**src/rtl/conv_sched_pkg.sv**
```systemverilog
// Shared types for the convolution layer scheduler: the packed layer
// descriptor, its width, the sequencer state encoding and a small helper.
package conv_sched_pkg;

  typedef struct packed {
    logic [3:0]  stride;
    logic [3:0]  kernel;
    logic [7:0]  window;
    logic [15:0] infeature_size;
    logic [15:0] in_ch;
    logic [15:0] out_ch;
    logic [15:0] outfeature_size;
    logic [7:0]  sliding;
    logic [15:0] outcol_times;
    logic [15:0] incol_times;
    logic [15:0] outrow_times;
    logic [15:0] outch_times;
    logic [15:0] weight_row;
    logic        switch_conv;
    logic        matrix2img;
  } layer_desc_t;

  localparam int LAYER_W = $bits(layer_desc_t);

  typedef enum logic [2:0] {
    ST_IDLE,
    ST_LOAD,
    ST_START,
    ST_BUSY,
    ST_DONE
  } sched_state_t;

  // A run request is only meaningful for 1..depth layers.
  function automatic logic count_ok(input logic [15:0] n, input int depth);
    return (n != 16'd0) && (int'(n) <= depth);
  endfunction

endpackage

```
**src/rtl/conv_layer_scheduler_if.sv**
```systemverilog
// Host/Conv-side signal bundle of the layer scheduler. The master modport
// is the host and Conv engine side; the slave modport is the scheduler.
interface conv_layer_scheduler_if #(
  parameter int DEPTH = 8
);
  import conv_sched_pkg::*;

  localparam int AW = $clog2(DEPTH);

  logic              cfg_we;
  logic [AW-1:0]     cfg_addr;
  layer_desc_t       cfg_wdata;
  logic              run;
  logic [AW:0]       num_layers;
  logic              abort;
  logic              conv_last;
  logic              conv_start;
  layer_desc_t       layer_cfg;
  logic              busy;
  logic [AW-1:0]     layer_idx;
  logic              all_done;
  logic              error;

  modport master (
    output cfg_we, cfg_addr, cfg_wdata, run, num_layers, abort, conv_last,
    input  conv_start, layer_cfg, busy, layer_idx, all_done, error
  );

  modport slave (
    input  cfg_we, cfg_addr, cfg_wdata, run, num_layers, abort, conv_last,
    output conv_start, layer_cfg, busy, layer_idx, all_done, error
  );

endinterface

```
**src/rtl/conv_desc_table.sv**
```systemverilog
// Descriptor table: DEPTH entries of one layer descriptor each, one write
// port and one synchronous read port. The storage itself is never reset;
// only the read register is, so the active descriptor starts at zero.
module conv_desc_table
  import conv_sched_pkg::*;
#(
  parameter int DEPTH = 8,
  parameter int AW    = $clog2(DEPTH)
) (
  input  logic          clk,
  input  logic          reset,
  input  logic          i_we,
  input  logic [AW-1:0] i_waddr,
  input  layer_desc_t   i_wdata,
  input  logic          i_re,
  input  logic [AW-1:0] i_raddr,
  output layer_desc_t   o_rdata
);

  logic [LAYER_W-1:0] r_mem [DEPTH];
  layer_desc_t        r_rdata;

  // Host writes land in the table at any time.
  always_ff @(posedge clk) begin
    if (i_we) begin
      r_mem[i_waddr] <= i_wdata;
    end
  end

  // Read register only updates when asked, so later table writes do not
  // disturb the descriptor currently being executed.
  always_ff @(posedge clk) begin
    if (reset) begin
      r_rdata <= '0;
    end else if (i_re) begin
      r_rdata <= layer_desc_t'(r_mem[i_raddr]);
    end
  end

  assign o_rdata = r_rdata;

endmodule

```
**src/rtl/conv_layer_scheduler.sv**
```systemverilog
// Convolution layer scheduler: walks descriptor entries 0..num_layers-1,
// presents each descriptor to the Conv engine, pulses conv_start, waits for
// conv_last (guarded by a watchdog) and signals all_done after the last one.
module conv_layer_scheduler
  import conv_sched_pkg::*;
#(
  parameter int DEPTH   = 8,
  parameter int TIMEOUT = 2 ** 24
) (
  input logic                    clk,
  input logic                    reset,
  conv_layer_scheduler_if.slave  bus
);

  localparam int AW   = $clog2(DEPTH);
  localparam int WD_W = (TIMEOUT > 1) ? $clog2(TIMEOUT) : 1;
  localparam logic [WD_W-1:0] WD_MAX = WD_W'(TIMEOUT - 1);

  sched_state_t    r_state;
  sched_state_t    w_state_nxt;
  logic [AW-1:0]   r_idx;
  logic [AW-1:0]   w_idx_nxt;
  logic [AW:0]     r_num;
  logic [AW:0]     w_num_nxt;
  logic [WD_W-1:0] r_wd;
  logic [WD_W-1:0] w_wd_nxt;
  logic            r_err;
  logic            w_err_nxt;
  logic            w_run_ok;
  logic            w_last_layer;
  logic            w_load;
  layer_desc_t     w_layer_cfg;

  assign w_run_ok     = bus.run && count_ok(16'(bus.num_layers), DEPTH);
  assign w_last_layer = ({1'b0, r_idx} == (r_num - (AW + 1)'(1)));
  assign w_load       = (r_state == ST_LOAD) && !bus.abort;

  conv_desc_table #(
    .DEPTH (DEPTH),
    .AW    (AW)
  ) u_table (
    .clk     (clk),
    .reset   (reset),
    .i_we    (bus.cfg_we),
    .i_waddr (bus.cfg_addr),
    .i_wdata (bus.cfg_wdata),
    .i_re    (w_load),
    .i_raddr (r_idx),
    .o_rdata (w_layer_cfg)
  );

  // Sequencer state, layer index, captured layer count, watchdog, error.
  always_ff @(posedge clk) begin
    if (reset) begin
      r_state <= ST_IDLE;
      r_idx   <= '0;
      r_num   <= '0;
      r_wd    <= '0;
      r_err   <= 1'b0;
    end else begin
      r_state <= w_state_nxt;
      r_idx   <= w_idx_nxt;
      r_num   <= w_num_nxt;
      r_wd    <= w_wd_nxt;
      r_err   <= w_err_nxt;
    end
  end

  // Next-state logic; abort wins over every other transition.
  always_comb begin
    w_state_nxt = r_state;
    w_idx_nxt   = r_idx;
    w_num_nxt   = r_num;
    w_wd_nxt    = r_wd;
    w_err_nxt   = r_err;
    if (bus.abort) begin
      w_state_nxt = ST_IDLE;
    end else begin
      case (r_state)
        ST_IDLE: begin
          if (w_run_ok) begin
            w_state_nxt = ST_LOAD;
            w_idx_nxt   = '0;
            w_num_nxt   = bus.num_layers;
            w_err_nxt   = 1'b0;
          end
        end
        ST_LOAD: begin
          w_state_nxt = ST_START;
        end
        ST_START: begin
          w_state_nxt = ST_BUSY;
          w_wd_nxt    = '0;
        end
        ST_BUSY: begin
          // Completion on the expiry cycle still counts as completion.
          if (bus.conv_last) begin
            if (w_last_layer) begin
              w_state_nxt = ST_DONE;
            end else begin
              w_state_nxt = ST_LOAD;
              w_idx_nxt   = r_idx + AW'(1);
            end
          end else if (r_wd == WD_MAX) begin
            w_state_nxt = ST_IDLE;
            w_err_nxt   = 1'b1;
          end else begin
            w_wd_nxt = r_wd + WD_W'(1);
          end
        end
        ST_DONE: begin
          w_state_nxt = ST_IDLE;
        end
        default: begin
          w_state_nxt = ST_IDLE;
        end
      endcase
    end
  end

  assign bus.conv_start = (r_state == ST_START) && !bus.abort;
  assign bus.busy       = (r_state != ST_IDLE);
  assign bus.all_done   = (r_state == ST_DONE);
  assign bus.layer_idx  = r_idx;
  assign bus.error      = r_err;
  assign bus.layer_cfg  = w_layer_cfg;

endmodule

```
**src/flat_wrapper.sv**
```systemverilog
// flat-port wrapper written by rule: the top's interface ports become plain ports
module conv_layer_scheduler_flat import conv_sched_pkg::*;
#(
  parameter int DEPTH   = 8,
  parameter int TIMEOUT = 2 ** 24
)
  (clk, reset, bus_cfg_we, bus_cfg_addr, bus_cfg_wdata, bus_run, bus_num_layers, bus_abort, bus_conv_last, bus_conv_start, bus_layer_cfg, bus_busy, bus_layer_idx, bus_all_done, bus_error);
  conv_layer_scheduler_if #(.DEPTH(DEPTH)) bus_i ();
  input logic clk;
  input logic reset;
  input wire logic [$bits(bus_i.cfg_we)-1:0] bus_cfg_we;
  input wire logic [$bits(bus_i.cfg_addr)-1:0] bus_cfg_addr;
  input wire logic [$bits(bus_i.cfg_wdata)-1:0] bus_cfg_wdata;
  input wire logic [$bits(bus_i.run)-1:0] bus_run;
  input wire logic [$bits(bus_i.num_layers)-1:0] bus_num_layers;
  input wire logic [$bits(bus_i.abort)-1:0] bus_abort;
  input wire logic [$bits(bus_i.conv_last)-1:0] bus_conv_last;
  output wire logic [$bits(bus_i.conv_start)-1:0] bus_conv_start;
  output wire logic [$bits(bus_i.layer_cfg)-1:0] bus_layer_cfg;
  output wire logic [$bits(bus_i.busy)-1:0] bus_busy;
  output wire logic [$bits(bus_i.layer_idx)-1:0] bus_layer_idx;
  output wire logic [$bits(bus_i.all_done)-1:0] bus_all_done;
  output wire logic [$bits(bus_i.error)-1:0] bus_error;
  assign bus_i.cfg_we = bus_cfg_we;
  assign bus_i.cfg_addr = bus_cfg_addr;
  assign bus_i.cfg_wdata = bus_cfg_wdata;
  assign bus_i.run = bus_run;
  assign bus_i.num_layers = bus_num_layers;
  assign bus_i.abort = bus_abort;
  assign bus_i.conv_last = bus_conv_last;
  assign bus_conv_start = bus_i.conv_start;
  assign bus_layer_cfg = bus_i.layer_cfg;
  assign bus_busy = bus_i.busy;
  assign bus_layer_idx = bus_i.layer_idx;
  assign bus_all_done = bus_i.all_done;
  assign bus_error = bus_i.error;
  conv_layer_scheduler #(.DEPTH(DEPTH), .TIMEOUT(TIMEOUT)) u_core (.clk(clk), .reset(reset), .bus(bus_i));
endmodule
```
**config.mk**
```make
export PLATFORM = sky130hd
export DESIGN_NAME = conv_layer_scheduler_flat
export DESIGN_NICKNAME = d
export VERILOG_FILES = /design/src/rtl/conv_sched_pkg.sv /design/src/rtl/conv_layer_scheduler_if.sv /design/src/rtl/conv_desc_table.sv /design/src/rtl/conv_layer_scheduler.sv /design/src/flat_wrapper.sv
export SDC_FILE = /design/constraint.sdc
export NUM_CORES = 2
export LEC_CHECK = 0
export BUFFER_PORTS_ARGS = -buffer_cell sky130_fd_sc_hd__buf_2
export CAP_MARGIN = 15
export CELL_PAD_IN_SITES_DETAIL_PLACEMENT = 2
export CELL_PAD_IN_SITES_GLOBAL_PLACEMENT = 2
export CORE_MARGIN = 8
export CORE_UTILIZATION = 52
export CTS_BUF_LIST = sky130_fd_sc_hd__clkbuf_2 sky130_fd_sc_hd__clkbuf_4 sky130_fd_sc_hd__clkbuf_8
export DETAILED_ROUTE_END_ITERATION = 12
export PLACE_DENSITY_LB_ADDON = 0.1
export SLEW_MARGIN = 10
export SYNTH_ARGS = -nofsm -noshare
export SYNTH_HDL_FRONTEND = slang
export SYNTH_HIERARCHICAL = 1
export SYNTH_SLANG_ARGS = --single-unit
```
**constraint.sdc**
```tcl
create_clock -name clk -period 23.8 [get_ports clk]
set_clock_uncertainty 0.1 [all_clocks]
set_input_delay 4.76 -clock clk [delete_from_list [all_inputs] [get_ports clk]]
set_output_delay 4.76 -clock clk [all_outputs]
set_load 0.01 [all_outputs]
```
# --- Word level (Yosys, flattened, before mapping) ---
# Memory sizes are Yosys's and may differ from the RTL's. A register that Yosys moved wholly into a read port is not among the register bits.
# Cells that the tools add are included.
totals:
  mem_bits_rw: 1360
  word_cells: 58
  n_memories: 1
  in_bits: 183
  output_inout_bits: 177
  regBits: 35
op_classes:
  n_lt_le_gt_ge: 1
  mux: 18
  add_sub_neg: 3
  reduce_logical: 16
  bitwise: 1
  n_eq_ne: 13
mem_list:
  columns: ["memory", "depth", "width", "rd", "rd_ports_with_merged_regs", "write_ports", "line_no", "rtl"]
  rows:
  - ["u_core.u_table.r_mem", 8, 170, 1, 1, 1, "conv_desc_table.sv:20", "logic [LAYER_W-1:0] r_mem [DEPTH];"]
ops:
  columns: ["operator", "n"]
  rows:
  - ["$mux W24", 2]
  - ["$pmux W24 S2", 1]
  - ["$add A24 B1 Y24 const B", 1]
  - ["$eq A24 B24 Y1 const B", 1]
  - ["$mux W3", 7]
  - ["$pmux W3 S4", 1]
  - ["$reduce_and A5 Y1", 2]
  - ["$ne A2 B2 Y1 const B", 4]
  - ["$eq A3 B2 Y1 const B", 2]
  - ["$pmux W3 S2", 1]
  - ["$mux W1", 5]
  - ["$eq A3 B4 Y1", 1]
  - ["$le A4 B4 Y1 const B", 1]
  - ["$logic_and A1 B1 Y1", 4]
  - ["$ne A2 B1 Y1 const B", 2]
  - ["$reduce_and A4 Y1", 1]
  - ["$reduce_bool A2 Y1", 2]
  - ["$reduce_bool A4 Y1", 1]
  - ["$sub A4 B1 Y4 const B", 1]
  - ["$add A3 B1 Y3 const B", 1]
  - ["$eq A3 B1 Y1 const B", 1]
  - ["$eq A3 B3 Y1 const B", 1]
  - ["$logic_not A3 Y1", 1]
  - ["$ne A3 B2 Y1 const B", 1]
  - ["other kinds (7)", 7]

# --- Longest topological paths before layout ---
logic_depth:
  word_depth: 5
  mapped_depth: 8
  depth_no_buf: 7

# --- By module ---
# Netlist, hierarchy kept.
by_module_without_submodules:
  columns: ["mod", "area_each_um2", "n_inst", "cells_per_inst"]
  rows:
  - ["conv_desc_table", 57953.1, 1, 3114]
  - ["conv_layer_scheduler", 1954.4, 1, 237]

# --- Worst setup path after synthesis ---
# No wires, ideal clock.
synth_path:
  kind: "input to register"
  from: "input bus_cfg_addr[0]"
  to: "memory u_core/u_table/r_mem[0][0] in the netlist's numbering (enable)"
  required_time_ns: 22.790
  cell_stages: 1
  setup_ns: 0.910
  t_arrival_ns: 16.461
  n_path_buf: 0
  slack_ns: 6.328
  path_cell_list: "nor3_1"
synth_lines:
  columns: ["element", "line_no", "rtl"]
  rows:
  - ["start: declaration", "flat_wrapper.sv:12", "input wire logic [$bits(bus_i.cfg_addr)-1:0] bus_cfg_addr;"]
  - ["end: declaration", "conv_desc_table.sv:20", null]
# Straight into the memory's write port.

# --- Worst setup path after layout ---
layout_path:
  from: "input bus_abort"
  to: "output bus_conv_start"
layout_via:
  elab_chain_cells: 2
layout_lines:
  columns: ["element", "line_no", "rtl"]
  rows:
  - ["start: declaration", "flat_wrapper.sv:16", "input wire logic [$bits(bus_i.abort)-1:0] bus_abort;"]
  - ["$logic_not A1 Y1", "conv_layer_scheduler.sv:121", "assign bus.conv_start = (r_state == ST_START) && !bus.abort;"]
  - ["$logic_and A1 B1 Y1", "conv_layer_scheduler.sv:121", null]
  - ["end: declaration", "flat_wrapper.sv:18", "output wire logic [$bits(bus_i.conv_start)-1:0] bus_conv_start;"]
# Every way passes these cells.

==> flow_summary_export.csv <==
group,metric,value,unit
clock_tree,clkSlewWorstSetupHoldPaths,0.07,ns
logic_synthesis,yosysSeqAreaShare,75.0,%
min_path,worstHoldEndpoint,"u_core/u_table/o_rdata[63]$_SDFFE_PP0P_",
layout,design_area,68300,um^2
layout,final.fill_count,9371,
layout,fin_cells,5590,
grt,antenna_found_initial,60,
logic_synthesis,netlist_top_cells_area,"edfxtp_1 (68%), dfxtp_1 (6.9%), mux2_2 (6.4%), mux2i_1 (5.7%), a221o_1 (1.9%)",
clock_tree,clock_latency,0.98,ns
critical_path,reg2reg_from,"u_core/bus.layer_idx[0]$_SDFFE_PP0P_",
logic_synthesis,yosysMostFrequentCell,"edfxtp_1",
logic_synthesis,syn_avg_cell_area,17.9,um^2
clock_tree,numCtsBuffers,276,
power,vdd_drop_max,0.0716,mV
logic_synthesis,synth_top_area_share,68.2,%
timing,timing.final.crit_share,43.4,%
grt,grt_max_degree,158,
power,leakage,0.0223,uW
min_path,worstHoldPathCells,2,
logic_synthesis,synth_top_area_cell,"edfxtp_1",
layout,area_delta_synth_final,14.0,%
layout,layout-drive-gt1-share,32.2,%
critical_path,ff2ff_path_depth,9,
logic_synthesis,yosys-top-cells-count,"edfxtp_1 (1360), mux2i_1 (344), mux2_2 (340), dfxtp_1 (205), nor2_1 (195)",
drt,wirelength,211000,um
drt,vias_per_cell,6.43,
critical_path,end_kind,"output port",
timing,finalSetupViolCount,0,
power,switchingPower,1450,uW
clock_tree,cts_resized,0,
clock_tree,clock-root-buffer,"clkbuf_8",
layout,fin_nets,4014,
grt,grt_pass1_wl,294000,um
logic_synthesis,yosysWarnings,6,
clock_tree,clock_path_buffers,4,
layout,multi_input_area,13600,um^2
drt,wl_per_cell,37.7,um
floorplanning,start_util,52.4,%
floorplanning,io_pins,360,
drt,firstDrtPassIters,5,
floorplanning,die-width,355,um
power,swShare,24.4,%
timing,slew_headroom,12.3,%
power,p_int,4500,uW
clock_tree,clkSinkCount,1565,
clock_tree,cts_max_level,5,
critical_path,path_class,"in -> out",
place,place_inst,5061,
logic_synthesis,ys_seq_elements,1565,
timing,timing.fmax,0.0969,GHz
timing,slew_violations,0,
logic_synthesis,synth-edff-count,1360,
logic_synthesis,ys.flop_type,"edfxtp_1",
min_path,hp-class,"reg -> reg",
grt,grt_pass1_vias,40200,
timing,finalHoldViolCount,0,
critical_path,r2r_end,"u_core/u_table/o_rdata[162]$_SDFFE_PP0P_",
critical_path,crit_fanout,11,
drt,drtIter0Drc,3191,
timing,worst_pin_slew,1.32,ns
power,power_density,87.2,nW/um^2
power,p_clk_share,44.0,%
drt,final_antenna_net_count,0,
place,gp_congestion,0.735,
floorplanning,fp.dieH,355,um
grt,grt-ovfl-total,0,
timing,rsz0062_at_grt,"no",
logic_synthesis,synth_area,59900,um^2
clock_tree,post_cts_buffers,0,
place,placed_area,62800,um^2
drt,drc,0,
min_path,min_from,"u_core/u_table/o_rdata[63]$_SDFFE_PP0P_",
grt,grt_util_all_layers,31.5,%
critical_path,worst-r2r-setup-slack,17.55,ns
clock_tree,ctsHoldBuffers,0,
critical_path,required,18.94,ns
logic_synthesis,synthesis.nets,3537,
job,maxCapViolations,0,
power,p_seq_share,52.3,%
floorplanning,num_rows,124,
drt,vias,35900,
floorplanning,core_area,114000,um^2
floorplanning,dieArea,126000,um^2
logic_synthesis,async_reset_ff_share,0,%
timing,final.min_clock_period,10.32,ns
outcome,outcome,"complete, no violations",
logic_synthesis,synthCells,3351,
layout,regArea,44900,um^2
timing,tns,0,ns
critical_path,arrival,5.46,ns
clock_tree,cts_tree,"built",
logic_synthesis,synth_cell_types,60,
place,dp_hpwl,103000,um
place,io_buffers,359,
power,combPwrFrac,3.7,%
critical_path,crit_path_start_kind,"primary input",
==> how the worst max path moves through the flow <==
stage	startpoint	end	slack, ns	cells past startpoint
floorplan	bus_cfg_addr[0]	u_core/u_table/r_mem[0][0]$_DFFE_PP_	6.33	1
global placement	bus_abort	bus_conv_start	13.46	4
detailed placement	bus_abort	bus_conv_start	13.47	4
CTS	bus_abort	bus_conv_start	13.47	4
global route	bus_abort	bus_conv_start	13.41	4
finish	bus_abort	bus_conv_start	13.48	4
==> per-stage QoR <==
step | hold WS [ns] | setup WS (ns) | utilization (%) | power, uW
after CTS | 0.393 | 13.47 | 59.6 | 5950
after detailed placement | 0.382 | 13.47 | 54.9 | 3370
after global routing | 0.419 | 13.41 | 59.7 | 6110
after floorplan | 0.352 | 6.33 | - | 3270
final | 0.394 | 13.48 | 59.7 | 5960
after global placement | 0.359 | 13.46 | 54.9 | 3330
==> worst max-delay path, cell delays in order <==
cell      delay (ns)
buf_2           0.17
nand2b_4        0.18
nor3_1          0.17
buf_2           0.17
==> flip-flops by register name (all words and copies together), names as in the netlist <==
name / flops
u_core/u_table/r_mem: 1360
u_core/u_table/o_rdata: 170
u_core/r_wd: 24
u_core/r_num: 4
u_core/bus.layer_idx: 3
u_core/r_state: 3
u_core/bus.error: 1
==> placed cells by master (no fill, tap or decap), types with 36 or more instances in the layout <==
master	synthesis	final
o22ai_1	110	110
a211oi_2	71	71
o221ai_1	60	60
a22oi_1	60	60
mux2_2	340	340
diode_2	0	46
edfxtp_1	1360	1360
a221o_1	111	111
nor2_1	195	188
buf_2	25	358
buf_4	28	51
clkinv_1	0	36
dfxtp_1	205	204
clkbuf_4	0	99
a211oi_1	104	104
mux2i_1	344	344
clkbuf_8	0	312
==> kinds of logic after synthesis <==
family,count (synthesis),share of synthesized area [%]
mux,684,12.1
xor+xnor,8,0.117
compound gates,576,8.08
buf+inv,226,2.43
flops,1565,75.0
simple gates,289,2.15
fa+ha+maj,3,0.0627
==> area by class of cell <==
cell class                      count  area share (%)
Inverter                            9          0.0495
Antenna cell                       46           0.169
Sequential cell                  1565            65.8
Clock inverter                     72           0.560
Tap cell                         1512            2.77
Clock buffer                      410            7.35
Multi-Input combinational cell   1560            19.9
Timing Repair Buffer              416            3.39
==> metal layers <==
layer,track usage [%],wire (um)
met3,6.44,13000
met2,55.9,109000
met5,0,143
met1,37.8,80000
met4,12.1,8200
==> power by group through the flow <==
stage,combinational (uW),sequential [uW],clock (uW)
2_1_floorplan,104,3160,0
3_3_place_gp,185,3150,0
3_5_place_dp,207,3160,0
4_1_cts,218,3110,2630
5_1_grt,230,3120,2760
6_report,220,3110,2620
Power figures use the tool's default switching activity.
